`src/rtl/mem_pkg.sv`:
```
// Shared types and widths for the load/store issue unit.
package mem_pkg;

    localparam int ADDR_W = 2;
    localparam int DATA_W = 3;
    localparam int ROB_W  = 2;

    // One queued memory request as accepted from dispatch.
    typedef struct packed {
        logic              is_load;
        logic [ADDR_W-1:0] addr;
        logic [DATA_W-1:0] data;
        logic [ROB_W-1:0]  rob_idx;
    } mem_req_t;

    typedef enum logic [1:0] {
        S_IDLE = 2'd0,
        S_REQ  = 2'd1,
        S_WAIT = 2'd2
    } issue_state_t;

endpackage

```
`src/rtl/mem_issue_unit_if.sv`:
```
// Bundle of dispatch, memory-unit and completion signals of the issue unit.
// master = the issue unit itself, slave = dispatch/memory/ROB side.
interface mem_issue_unit_if
    import mem_pkg::*;
#(
    parameter int DEPTH = 2
);
    localparam int CNT_W = $clog2(DEPTH) + 1;

    logic              req_valid;
    logic              req_ready;
    logic              req_is_load;
    logic [ADDR_W-1:0] req_addr;
    logic [DATA_W-1:0] req_data;
    logic [ROB_W-1:0]  req_rob_idx;
    logic              flush;

    logic              mem_start_read;
    logic              mem_start_write;
    logic [ADDR_W-1:0] mem_addr;
    logic [DATA_W-1:0] mem_write_data;
    logic [ROB_W-1:0]  mem_rob_idx;
    logic              mem_busy;
    logic              mem_done;
    logic [DATA_W-1:0] mem_read_data;
    logic [ROB_W-1:0]  mem_rob_idx_ret;

    logic              cpl_valid;
    logic              cpl_is_load;
    logic [DATA_W-1:0] cpl_data;
    logic [ROB_W-1:0]  cpl_rob_idx;
    logic [CNT_W-1:0]  queue_count;
    logic              tag_err;

    modport master (
        input  req_valid, req_is_load, req_addr, req_data, req_rob_idx, flush,
        input  mem_busy, mem_done, mem_read_data, mem_rob_idx_ret,
        output req_ready, mem_start_read, mem_start_write, mem_addr,
        output mem_write_data, mem_rob_idx,
        output cpl_valid, cpl_is_load, cpl_data, cpl_rob_idx, queue_count, tag_err
    );

    modport slave (
        output req_valid, req_is_load, req_addr, req_data, req_rob_idx, flush,
        output mem_busy, mem_done, mem_read_data, mem_rob_idx_ret,
        input  req_ready, mem_start_read, mem_start_write, mem_addr,
        input  mem_write_data, mem_rob_idx,
        input  cpl_valid, cpl_is_load, cpl_data, cpl_rob_idx, queue_count, tag_err
    );

endinterface

```
`src/rtl/mem_req_fifo.sv`:
```
// In-order request queue. Head is read combinationally so the issuer can
// present it on the memory port in the same cycle it pops it.
module mem_req_fifo
    import mem_pkg::*;
#(
    parameter int DEPTH = 2,
    localparam int PTR_W = $clog2(DEPTH),
    localparam int CNT_W = PTR_W + 1
) (
    input  logic             clk,
    input  logic             rst,
    input  logic             push,
    input  logic             pop,
    input  logic             flush,
    input  mem_req_t         push_data,
    output mem_req_t         head,
    output logic [CNT_W-1:0] count
);

    mem_req_t         entries [DEPTH];
    logic [PTR_W-1:0] wr_ptr;
    logic [PTR_W-1:0] rd_ptr;
    logic             do_push;
    logic             do_pop;

    // A full queue never accepts, even if the head leaves this cycle.
    assign do_push = push && (count < CNT_W'(DEPTH)) && !flush;
    assign do_pop  = pop && (count != '0) && !flush;
    assign head    = entries[rd_ptr];

    // Entry storage; payload needs no reset since count gates its use.
    always_ff @(posedge clk) begin
        if (do_push) begin
            entries[wr_ptr] <= push_data;
        end
    end

    // Pointers wrap naturally (DEPTH is a power of two); flush empties the queue.
    always_ff @(posedge clk or posedge rst) begin
        if (rst) begin
            wr_ptr <= '0;
            rd_ptr <= '0;
            count  <= '0;
        end else if (flush) begin
            wr_ptr <= '0;
            rd_ptr <= '0;
            count  <= '0;
        end else begin
            if (do_push) wr_ptr <= wr_ptr + 1'b1;
            if (do_pop)  rd_ptr <= rd_ptr + 1'b1;
            if (do_push && !do_pop)      count <= count + 1'b1;
            else if (!do_push && do_pop) count <= count - 1'b1;
        end
    end

endmodule

```
`src/rtl/mem_issue_unit.sv`:
```
// Load/store issue unit: queues dispatch requests, issues them one at a time
// to the memory unit and returns a registered completion to the ROB.
// Optional: define MEM_ROB_CHECK_EN to compare the returned ROB tag against
// the in-flight tag and raise a sticky tag_err on mismatch.
module mem_issue_unit
    import mem_pkg::*;
#(
    parameter int DEPTH = 2
) (
    input  logic            clk,
    input  logic            rst,
    mem_issue_unit_if.master bus
);

    localparam int CNT_W = $clog2(DEPTH) + 1;

    issue_state_t     state;
    mem_req_t         head;
    mem_req_t         push_req;
    logic [CNT_W-1:0] count;
    logic             push;
    logic             issue;
    logic             done_wait;
    logic             inflight_is_load;
    logic [ROB_W-1:0] inflight_rob;
    logic             drop;
    logic             tag_err;

    assign bus.req_ready = (count < CNT_W'(DEPTH)) && !bus.flush;
    assign push          = bus.req_valid && bus.req_ready;
    assign push_req      = '{is_load: bus.req_is_load, addr: bus.req_addr,
                             data: bus.req_data, rob_idx: bus.req_rob_idx};

    // A flush in S_REQ cancels the issue: no start and no pop.
    assign issue     = (state == S_REQ) && !bus.flush;
    assign done_wait = (state == S_WAIT) && bus.mem_done;

    mem_req_fifo #(.DEPTH(DEPTH)) u_fifo (
        .clk       (clk),
        .rst       (rst),
        .push      (push),
        .pop       (issue),
        .flush     (bus.flush),
        .push_data (push_req),
        .head      (head),
        .count     (count)
    );

    assign bus.queue_count     = count;
    assign bus.mem_start_read  = issue && head.is_load;
    assign bus.mem_start_write = issue && !head.is_load;
    assign bus.mem_addr        = (state == S_REQ) ? head.addr    : '0;
    assign bus.mem_write_data  = (state == S_REQ) ? head.data    : '0;
    assign bus.mem_rob_idx     = (state == S_REQ) ? head.rob_idx : '0;

    // Issue sequencer; waits out mem_busy after reset before the first issue.
    always_ff @(posedge clk or posedge rst) begin
        if (rst) begin
            state            <= S_IDLE;
            inflight_is_load <= 1'b0;
            inflight_rob     <= '0;
            drop             <= 1'b0;
        end else begin
            case (state)
                S_IDLE: begin
                    if (count != '0 && !bus.mem_busy && !bus.flush) state <= S_REQ;
                end
                S_REQ: begin
                    if (bus.flush) begin
                        state <= S_IDLE;
                    end else begin
                        inflight_is_load <= head.is_load;
                        inflight_rob     <= head.rob_idx;
                        state            <= S_WAIT;
                    end
                end
                S_WAIT: begin
                    if (bus.mem_done) begin
                        drop  <= 1'b0;
                        state <= (count != '0 && !bus.flush) ? S_REQ : S_IDLE;
                    end else if (bus.flush) begin
                        drop <= 1'b1;
                    end
                end
                default: state <= S_IDLE;
            endcase
        end
    end

    // Registered completion; a flush landing on the done cycle also discards it.
    always_ff @(posedge clk or posedge rst) begin
        if (rst) begin
            bus.cpl_valid   <= 1'b0;
            bus.cpl_is_load <= 1'b0;
            bus.cpl_data    <= '0;
            bus.cpl_rob_idx <= '0;
        end else begin
            bus.cpl_valid <= done_wait && !drop && !bus.flush;
            if (done_wait && !drop && !bus.flush) begin
                bus.cpl_is_load <= inflight_is_load;
                bus.cpl_data    <= inflight_is_load ? bus.mem_read_data : '0;
                bus.cpl_rob_idx <= inflight_rob;
            end
        end
    end

`ifdef MEM_ROB_CHECK_EN
    // Sticky flag for a returned tag that differs from the in-flight one.
    always_ff @(posedge clk or posedge rst) begin
        if (rst) begin
            tag_err <= 1'b0;
        end else if (done_wait && (bus.mem_rob_idx_ret != inflight_rob)) begin
            tag_err <= 1'b1;
        end
    end
`else
    logic unused_rob_ret;
    assign unused_rob_ret = ^bus.mem_rob_idx_ret;
    assign tag_err        = 1'b0;
`endif

    assign bus.tag_err = tag_err;

endmodule

```
`src/flat_wrapper.sv`:
```
// flat-port wrapper written by rule: the top's interface ports become plain ports
module mem_issue_unit_flat import mem_pkg::*;
#(
    parameter int DEPTH = 2
)
  (clk, rst, bus_req_valid, bus_req_is_load, bus_req_addr, bus_req_data, bus_req_rob_idx, bus_flush, bus_mem_busy, bus_mem_done, bus_mem_read_data, bus_mem_rob_idx_ret, bus_req_ready, bus_mem_start_read, bus_mem_start_write, bus_mem_addr, bus_mem_write_data, bus_mem_rob_idx, bus_cpl_valid, bus_cpl_is_load, bus_cpl_data, bus_cpl_rob_idx, bus_queue_count, bus_tag_err);
  mem_issue_unit_if #(.DEPTH(DEPTH)) bus_i ();
  input  logic clk;
  input  logic rst;
  input wire logic [$bits(bus_i.req_valid)-1:0] bus_req_valid;
  input wire logic [$bits(bus_i.req_is_load)-1:0] bus_req_is_load;
  input wire logic [$bits(bus_i.req_addr)-1:0] bus_req_addr;
  input wire logic [$bits(bus_i.req_data)-1:0] bus_req_data;
  input wire logic [$bits(bus_i.req_rob_idx)-1:0] bus_req_rob_idx;
  input wire logic [$bits(bus_i.flush)-1:0] bus_flush;
  input wire logic [$bits(bus_i.mem_busy)-1:0] bus_mem_busy;
  input wire logic [$bits(bus_i.mem_done)-1:0] bus_mem_done;
  input wire logic [$bits(bus_i.mem_read_data)-1:0] bus_mem_read_data;
  input wire logic [$bits(bus_i.mem_rob_idx_ret)-1:0] bus_mem_rob_idx_ret;
  output wire logic [$bits(bus_i.req_ready)-1:0] bus_req_ready;
  output wire logic [$bits(bus_i.mem_start_read)-1:0] bus_mem_start_read;
  output wire logic [$bits(bus_i.mem_start_write)-1:0] bus_mem_start_write;
  output wire logic [$bits(bus_i.mem_addr)-1:0] bus_mem_addr;
  output wire logic [$bits(bus_i.mem_write_data)-1:0] bus_mem_write_data;
  output wire logic [$bits(bus_i.mem_rob_idx)-1:0] bus_mem_rob_idx;
  output wire logic [$bits(bus_i.cpl_valid)-1:0] bus_cpl_valid;
  output wire logic [$bits(bus_i.cpl_is_load)-1:0] bus_cpl_is_load;
  output wire logic [$bits(bus_i.cpl_data)-1:0] bus_cpl_data;
  output wire logic [$bits(bus_i.cpl_rob_idx)-1:0] bus_cpl_rob_idx;
  output wire logic [$bits(bus_i.queue_count)-1:0] bus_queue_count;
  output wire logic [$bits(bus_i.tag_err)-1:0] bus_tag_err;
  assign bus_i.req_valid = bus_req_valid;
  assign bus_i.req_is_load = bus_req_is_load;
  assign bus_i.req_addr = bus_req_addr;
  assign bus_i.req_data = bus_req_data;
  assign bus_i.req_rob_idx = bus_req_rob_idx;
  assign bus_i.flush = bus_flush;
  assign bus_i.mem_busy = bus_mem_busy;
  assign bus_i.mem_done = bus_mem_done;
  assign bus_i.mem_read_data = bus_mem_read_data;
  assign bus_i.mem_rob_idx_ret = bus_mem_rob_idx_ret;
  assign bus_req_ready = bus_i.req_ready;
  assign bus_mem_start_read = bus_i.mem_start_read;
  assign bus_mem_start_write = bus_i.mem_start_write;
  assign bus_mem_addr = bus_i.mem_addr;
  assign bus_mem_write_data = bus_i.mem_write_data;
  assign bus_mem_rob_idx = bus_i.mem_rob_idx;
  assign bus_cpl_valid = bus_i.cpl_valid;
  assign bus_cpl_is_load = bus_i.cpl_is_load;
  assign bus_cpl_data = bus_i.cpl_data;
  assign bus_cpl_rob_idx = bus_i.cpl_rob_idx;
  assign bus_queue_count = bus_i.queue_count;
  assign bus_tag_err = bus_i.tag_err;
  mem_issue_unit #(.DEPTH(DEPTH)) u_core (.clk(clk), .rst(rst), .bus(bus_i));
endmodule
```
`config.mk`:
```
export PLATFORM = sky130hd
export DESIGN_NAME = mem_issue_unit_flat
export DESIGN_NICKNAME = d
export VERILOG_FILES = /design/src/rtl/mem_pkg.sv /design/src/rtl/mem_issue_unit_if.sv /design/src/rtl/mem_req_fifo.sv /design/src/rtl/mem_issue_unit.sv /design/src/flat_wrapper.sv
export SDC_FILE = /design/constraint.sdc
export NUM_CORES = 1
export LEC_CHECK = 0
export BUFFER_PORTS_ARGS = -buffer_cell sky130_fd_sc_hd__buf_2
export CAP_MARGIN = 20
export CORE_MARGIN = 2
export CORE_UTILIZATION = 50
export DETAILED_ROUTE_END_ITERATION = 10
export HOLD_SLACK_MARGIN = 0.05
export MAX_ROUTING_LAYER = met4
export PLACE_DENSITY = 0.77
export SLEW_MARGIN = 20
export SYNTH_ARGS = -nofsm -noshare
export SYNTH_HDL_FRONTEND = slang
export SYNTH_SLANG_ARGS = --single-unit
```
`constraint.sdc`:
```
create_clock -name clk -period 1.45 [get_ports clk]
set_input_delay 0.145 -clock clk [delete_from_list [all_inputs] [get_ports clk]]
set_output_delay 0.145 -clock clk [all_outputs]
set_load 0.01 [all_outputs]
```
# Word level (Yosys, flattened, before mapping)
# Memory sizes are Yosys's and may differ from the RTL's.
# Index checks and enable logic that the tools add are counted.
# Widths: inputs -> output; s select.
# op_classes
reduce_logical	32
muxes	20
addsub	4
shifts	0
n_mul	0
eq_ne	4
n_lt_le_gt_ge	1
bitwise_logic	1
div_mod_pow	0
# ops
operator	count
$logic_and 1x1->1	17
$mux 2	8
$mux 1	9
$reduce_bool 2->1	4
$logic_not 1->1	6
$mux 3	2
$pmux 2 s3	1
$reduce_and 2->1	3
$reduce_bool 3->1	1
$add 1x1->1 const B	2
$add 2x1->2 const B	1
$eq 2x1->1 const B	1
$eq 2x2->1 const B	1
$logic_not 2->1	1
$lt 2x2->1 const B	1
$ne 2x1->1 const B	1
$ne 2x2->1 const B	1
$sub 2x1->2 const B	1
$not 1->1	1
# word_totals
memories	1
ram_bits	16
wordCells	74
latchBits	0
mem_bits_ro	0
out_inout_bits	20
inputBits	19
ff_bits	17
# mem_list
memory	depth	word_bits	read_ports	rd_clocked_by_memory_dff	write_ports	line_no	rtl
u_core.u_fifo.entries	2	8	1	0	1	mem_req_fifo.sv:20	mem_req_t entries [DEPTH];

# Logic depth before layout (Yosys ltp)
# depth
ltp_word	10
ltp_mapped	4
mapped_depth_nobuf	3

# By module
# A second synthesis with hierarchy kept.
# hier_totals
cells_unflattened	104
area_unflattened_um2	1456.4
# modules_own_cells
module	cells_each	instances	seq_area_each_um2	area_each_um2
mem_req_fifo	47	1	580.6	790.8
mem_issue_unit	57	1	325.3	665.6

# Worst setup path after synthesis
# OpenSTA, ideal clock, no wires.
# synth_path
path_kind	flip-flop to flip-flop
startpoint	register u_core.u_fifo.count[1]
endpoint	memory u_core.u_fifo.entries[0][0] (netlist name), enable pin
setup_time_ns	0.370
arrival_ns	1.162
required_time_ns	1.080
period_less_slack_ns	1.532
path_slack_ns	-0.082
path_buffers	0
stages_incl_launch_ff	4
path_cell_list	dfrtp_1 > nor2_1 > nand2_1 > nor2_1
# synth_between
elab_chain_len	7
# synth_lines
element	line_no	rtl
start, declared	mem_req_fifo.sv:17	output logic [CNT_W-1:0] count
start signal, assigned	mem_req_fifo.sv:51	if (do_push && !do_pop) count <= count + 1'b1;
start signal, assigned	mem_req_fifo.sv:52	else if (!do_push && do_pop) count <= count - 1'b1;
$lt 2x2->1	mem_issue_unit.sv:29	assign bus.req_ready = (count < CNT_W'(DEPTH)) && !bus.flush;
$logic_and 1x1->1	mem_issue_unit.sv:29	
via bus_req_ready	flat_wrapper.sv:20	output wire logic [$bits(bus_i.req_ready)-1:0] bus_req_ready;
$logic_and 1x1->1	mem_issue_unit.sv:30	assign push = bus.req_valid && bus.req_ready;
$logic_and 1x1->1 (2 in a row)	mem_req_fifo.sv:27	assign do_push = push && (count < CNT_W'(DEPTH)) && !flush;
$mux 1	mem_req_fifo.sv:33	if (do_push) begin
$mux 1 (implied by the code)	mem_req_fifo.sv:34	entries[wr_ptr] <= push_data;
end, declared	mem_req_fifo.sv:20	
# The timed path passes the listed nets, and every way through them passes these cells.

# Worst setup path in the final report
# layout_path
startpoint	register u_core.u_fifo.rd_ptr
endpoint	output port bus_mem_rob_idx[0]
# layout_between
elab_chain_len	2
# layout_lines
element	line_no	rtl
start, declared	mem_req_fifo.sv:22	logic [PTR_W-1:0] rd_ptr;
start signal, assigned	mem_req_fifo.sv:50	if (do_pop) rd_ptr <= rd_ptr + 1'b1;
$mem_v2 2x8	-	
$mux 2	mem_issue_unit.sv:54	assign bus.mem_rob_idx = (state == S_REQ) ? head.rob_idx : '0;
end, declared	flat_wrapper.sv:25	output wire logic [$bits(bus_i.mem_rob_idx)-1:0] bus_mem_rob_idx;
# Every way passes these cells.

==> run_results.csv <==
group,metric,value,unit
status,status,"finished, violations left",
status,failed_checks,"setup timing",
run,max_cap_viol_count,0,
yosys,synth_compound_area_share,5.44,%
clock_network,cts.htree.levels,2,
min_path,hp-class,"input pin to flop",
final_layout,n_fill_cell,204,
yosys,synthTopCellsByArea,"edfxtp_1, dfrtp_1, mux2i_1",
yosys,synth-xor-area-share,0.635,%
yosys,postSynthAreaPerCell,12.9,um2
yosys,synth.largest_area_cell,"edfxtp_1",
yosys,synth.distinct_cells,29,
sta,rsz0062_at_grt,"yes",
floorplan,rows,19,
floorplan,dieHeight,56.5,um
pwr,ir_drop,0.953,mV
yosys,synthMuxAreaShare,10.4,%
yosys,ys_seq_elements,33,
floorplan,core_area,0.00269,mm2
global_routing,grt_pass1_vias,1021,
yosys,synth_top_family_by_area,"simple AND/OR/NAND/NOR gates",
setup_path,path_max_fanout,7,
floorplan,die_w,56.5,um
sta,finalSetupViolCount,7,
clock_network,clock-sinks,33,
detailed_routing,post_drt_wl_per_cell,13.6,um
setup_path,critPathKind,"flop to output port",
clock_network,numCtsBuffers,5,
yosys,yosysSeqAreaShare,65.6,%
yosys,netlist_area,0.00138,mm2
global_routing,antenna_found_initial,0,
sta,final-hold-violation-count,0,
sta,maxSlewHeadroom,57.9,%
final_layout,fin_area,0.00184,mm2
clock_network,clockRootBuffer,"clkbuf_4",
setup_path,worst_setup_path_end_kind,"output port",
sta,whs,0.0632,ns
sta,slew_viol_final,0,
pwr,p_per_area,1240,mW/mm2
floorplan,start_util,51.4,%
setup_path,path_cells,"buf_6 > mux2i_2 > nor2_1 > buf_2",
global_routing,grt_pass1_wl,4590,um
detailed_routing,first_pass_iters,4,
floorplan,io_pins,39,
setup_path,crit_slowest_cell,"dfrtp_2",
sta,post-route-min-period,1.52,ns
detailed_routing,drc,0,
setup_path,cp.required,1.31,ns
yosys,yosys.area_share.adder,0,%
place,dp.cells,174,
setup_path,critical-path-top-delay-family,"flip-flops",
pwr,total_power,2.28,mW
sta,setup_slack,-0.0738,ns
final_layout,drive_above_1_share,38.1,%
yosys,yosys_warnings,0,
final_layout,syn_to_final_growth,33.4,%
global_routing,grt_start_max_net_pins,18,
place,numPortBuffers,35,
setup_path,critPathLaunchType,"flop",
setup_path,crit_arrival,1.38,ns
sta,fmax,656,MHz
global_routing,grtUsageTotal,20.0,%
place,place_area,0.00161,mm2
place,dpl.hpwl,1740,um
global_routing,grt_overflow,0,
final_layout,nNetsFinal,186,
detailed_routing,vias_per_cell,5.18,
yosys,syn_nets,126,
clock_network,clk_pin_slew,0.11,ns
sta,worst_slew_pin_slew,0.631,ns
setup_path,path_buf_inv,2,
setup_path,slowest_delay,0.48,ns
clock_network,clock_path_buffers,2,
sta,fin_worst_skew,0.0120,ns
final_layout,n_antenna_cell,0,
detailed_routing,wl,2710,um
clock_network,cts_tree,"yes",
final_layout,finalNonFillerCells,199,
sta,post-route-period-util,105,%
place,place_congestion,0.752,
detailed_routing,first_iter_violations,25,
yosys,synth-simple-area-share,14.1,%
detailed_routing,num_vias,1030,
floorplan,die-area,0.00320,mm2
detailed_routing,postRouteAntennaNets,0,
clock_network,clk-insertion-delay-late,0.34,ns
yosys,yosysTopAreaCellShare,34.8,%
yosys,syn_inst,107,
pwr,p_leak,0.850,nW
[metrics by stage]
step	TNS (ns)	setup slack, ns	utilization (%)
floorplan	0	0.0538	-
global placement	0	0.137	60.0
detailed placement	0	0.0897	60.0
CTS	-0.346	-0.0651	67.4
global route	-1.08	-0.146	68.5
finish	-0.245	-0.0738	68.5
[sequential cells by signal, indices dropped and copies added, names as in the netlist]
register / count
u_core.u_fifo.count: 2
u_core.u_fifo.rd_ptr: 1
u_core.state: 2
u_core.u_fifo.entries: 16
u_core.drop: 1
u_core.bus.cpl_valid: 1
u_core.bus.cpl_is_load: 1
u_core.bus.cpl_rob_idx: 2
u_core.u_fifo.wr_ptr: 1
u_core.bus.cpl_data: 3
u_core.inflight_rob: 2
u_core.inflight_is_load: 1
[area by class of cell]
type | instances | area, um2 | share of cell area (%)
flip-flops and latches | 33 | 908 | 49.4
multi-input cells | 64 | 444 | 24.1
repair buffers | 56 | 368 | 20.0
well taps | 31 | 38.8 | 2.11
clock buffers | 5 | 37.5 | 2.04
inverters | 7 | 26.3 | 1.43
clock inverters | 3 | 17.5 | 0.952
[logic make-up (layout without fill, tap and decap cells)]
family	after synthesis	after routing
and+or+nand+nor	35	36
muxes	14	14
xor gates and xnor gates	1	1
DFF	33	33
buffers and inverters	11	71
other	1	1
AOI/OAI and AO/OA	12	12
[final timing paths]
| check | from | endpoint | slack, ns | cells after the start |
|---|---|---|---|---|
| setup / recovery | u_core.u_fifo.rd_ptr | bus_mem_rob_idx[0] | -0.07 | 4 |
| hold / removal | bus_mem_read_data[1] | u_core.bus.cpl_data[1] | 0.06 | 3 |
| setup reg to reg | u_core.state[1] | u_core.u_fifo.count[0] | 0.03 | 4 |
| hold reg to reg | u_core.bus.cpl_is_load | u_core.bus.cpl_is_load | 0.50 | 1 |
| max in group asynchronous | rst | u_core.state[0] | 0.59 | 3 |
| min in group asynchronous | rst | u_core.bus.cpl_data[2] | 0.41 | 3 |
[metal layers]
layer	share of wire, %	vias to the layer above	global-route usage (%)
met3	7.1	9	7.83
met4	2.5	0	11.9
met5	0	-	-
met1	39	492	22.3
met2	51	40	30.2
li1	-	489	-
[layout by cell type, fill, tap and decap left out, types with 2 or more instances in the layout]
master | synthesis | routed
clkbuf_4 | 0 | 5
o21ai_0 | 3 | 3
buf_6 | 0 | 2
buf_2 | 2 | 35
edfxtp_1 | 16 | 16
and3_1 | 2 | 2
buf_4 | 1 | 8
mux2i_1 | 11 | 10
nand2_1 | 4 | 4
dlygate4sd3_1 | 0 | 11
dfrtp_1 | 17 | 15
inv_1 | 7 | 7
nand2b_1 | 2 | 2
clkinv_2 | 0 | 2
mux2_1 | 3 | 3
a21oi_1 | 6 | 6
nor2_1 | 17 | 16
dfrtp_2 | 0 | 2
[worst register-to-register path, delay by kind of cell (launching register included)]
family | cells | cell delay (ns)
AO/OA/AOI/OAI | 1 | 0.34
buffers and inverters | 1 | 0.16
flip-flops | 1 | 0.44
AND/OR/NAND/NOR | 2 | 0.37
[synthesized netlist by cell type (all sizes together)]
cell      n
a21oi     6
nor3      1
dfrtp    17
nand2     4
nand3     1
a2111oi   1
conb      1
and2b     1
xnor2     1
a311oi    1
mux2i    11
nand2b    3
edfxtp   16
nor2b     1
nand3b    1
nor4      1
o22ai     1
mux2      3
and2      1
inv       7
and3      2
or3       1
nor3b     1
nor2     17
o21ai     3
buf       4
[repair_timing]
item | CTS | global route
endpoints found under the hold margin | 35 | 0
buffers inserted | 3 | 2
hold buffers | 11 | 0
gates resized for setup | 2 | 4
gates cloned | 1 | 0
pin swaps | 0 | 3
endpoints found under the setup margin | 9 | 10
[power breakdown]
group | internal, mW | switching, mW
clock | 0.182 | 0.316
combinational | 0.250 | 0.264
sequential | 1.16 | 0.107
total | 1.59 | 0.687
No activity file was read; power rests on OpenSTA's default activity.
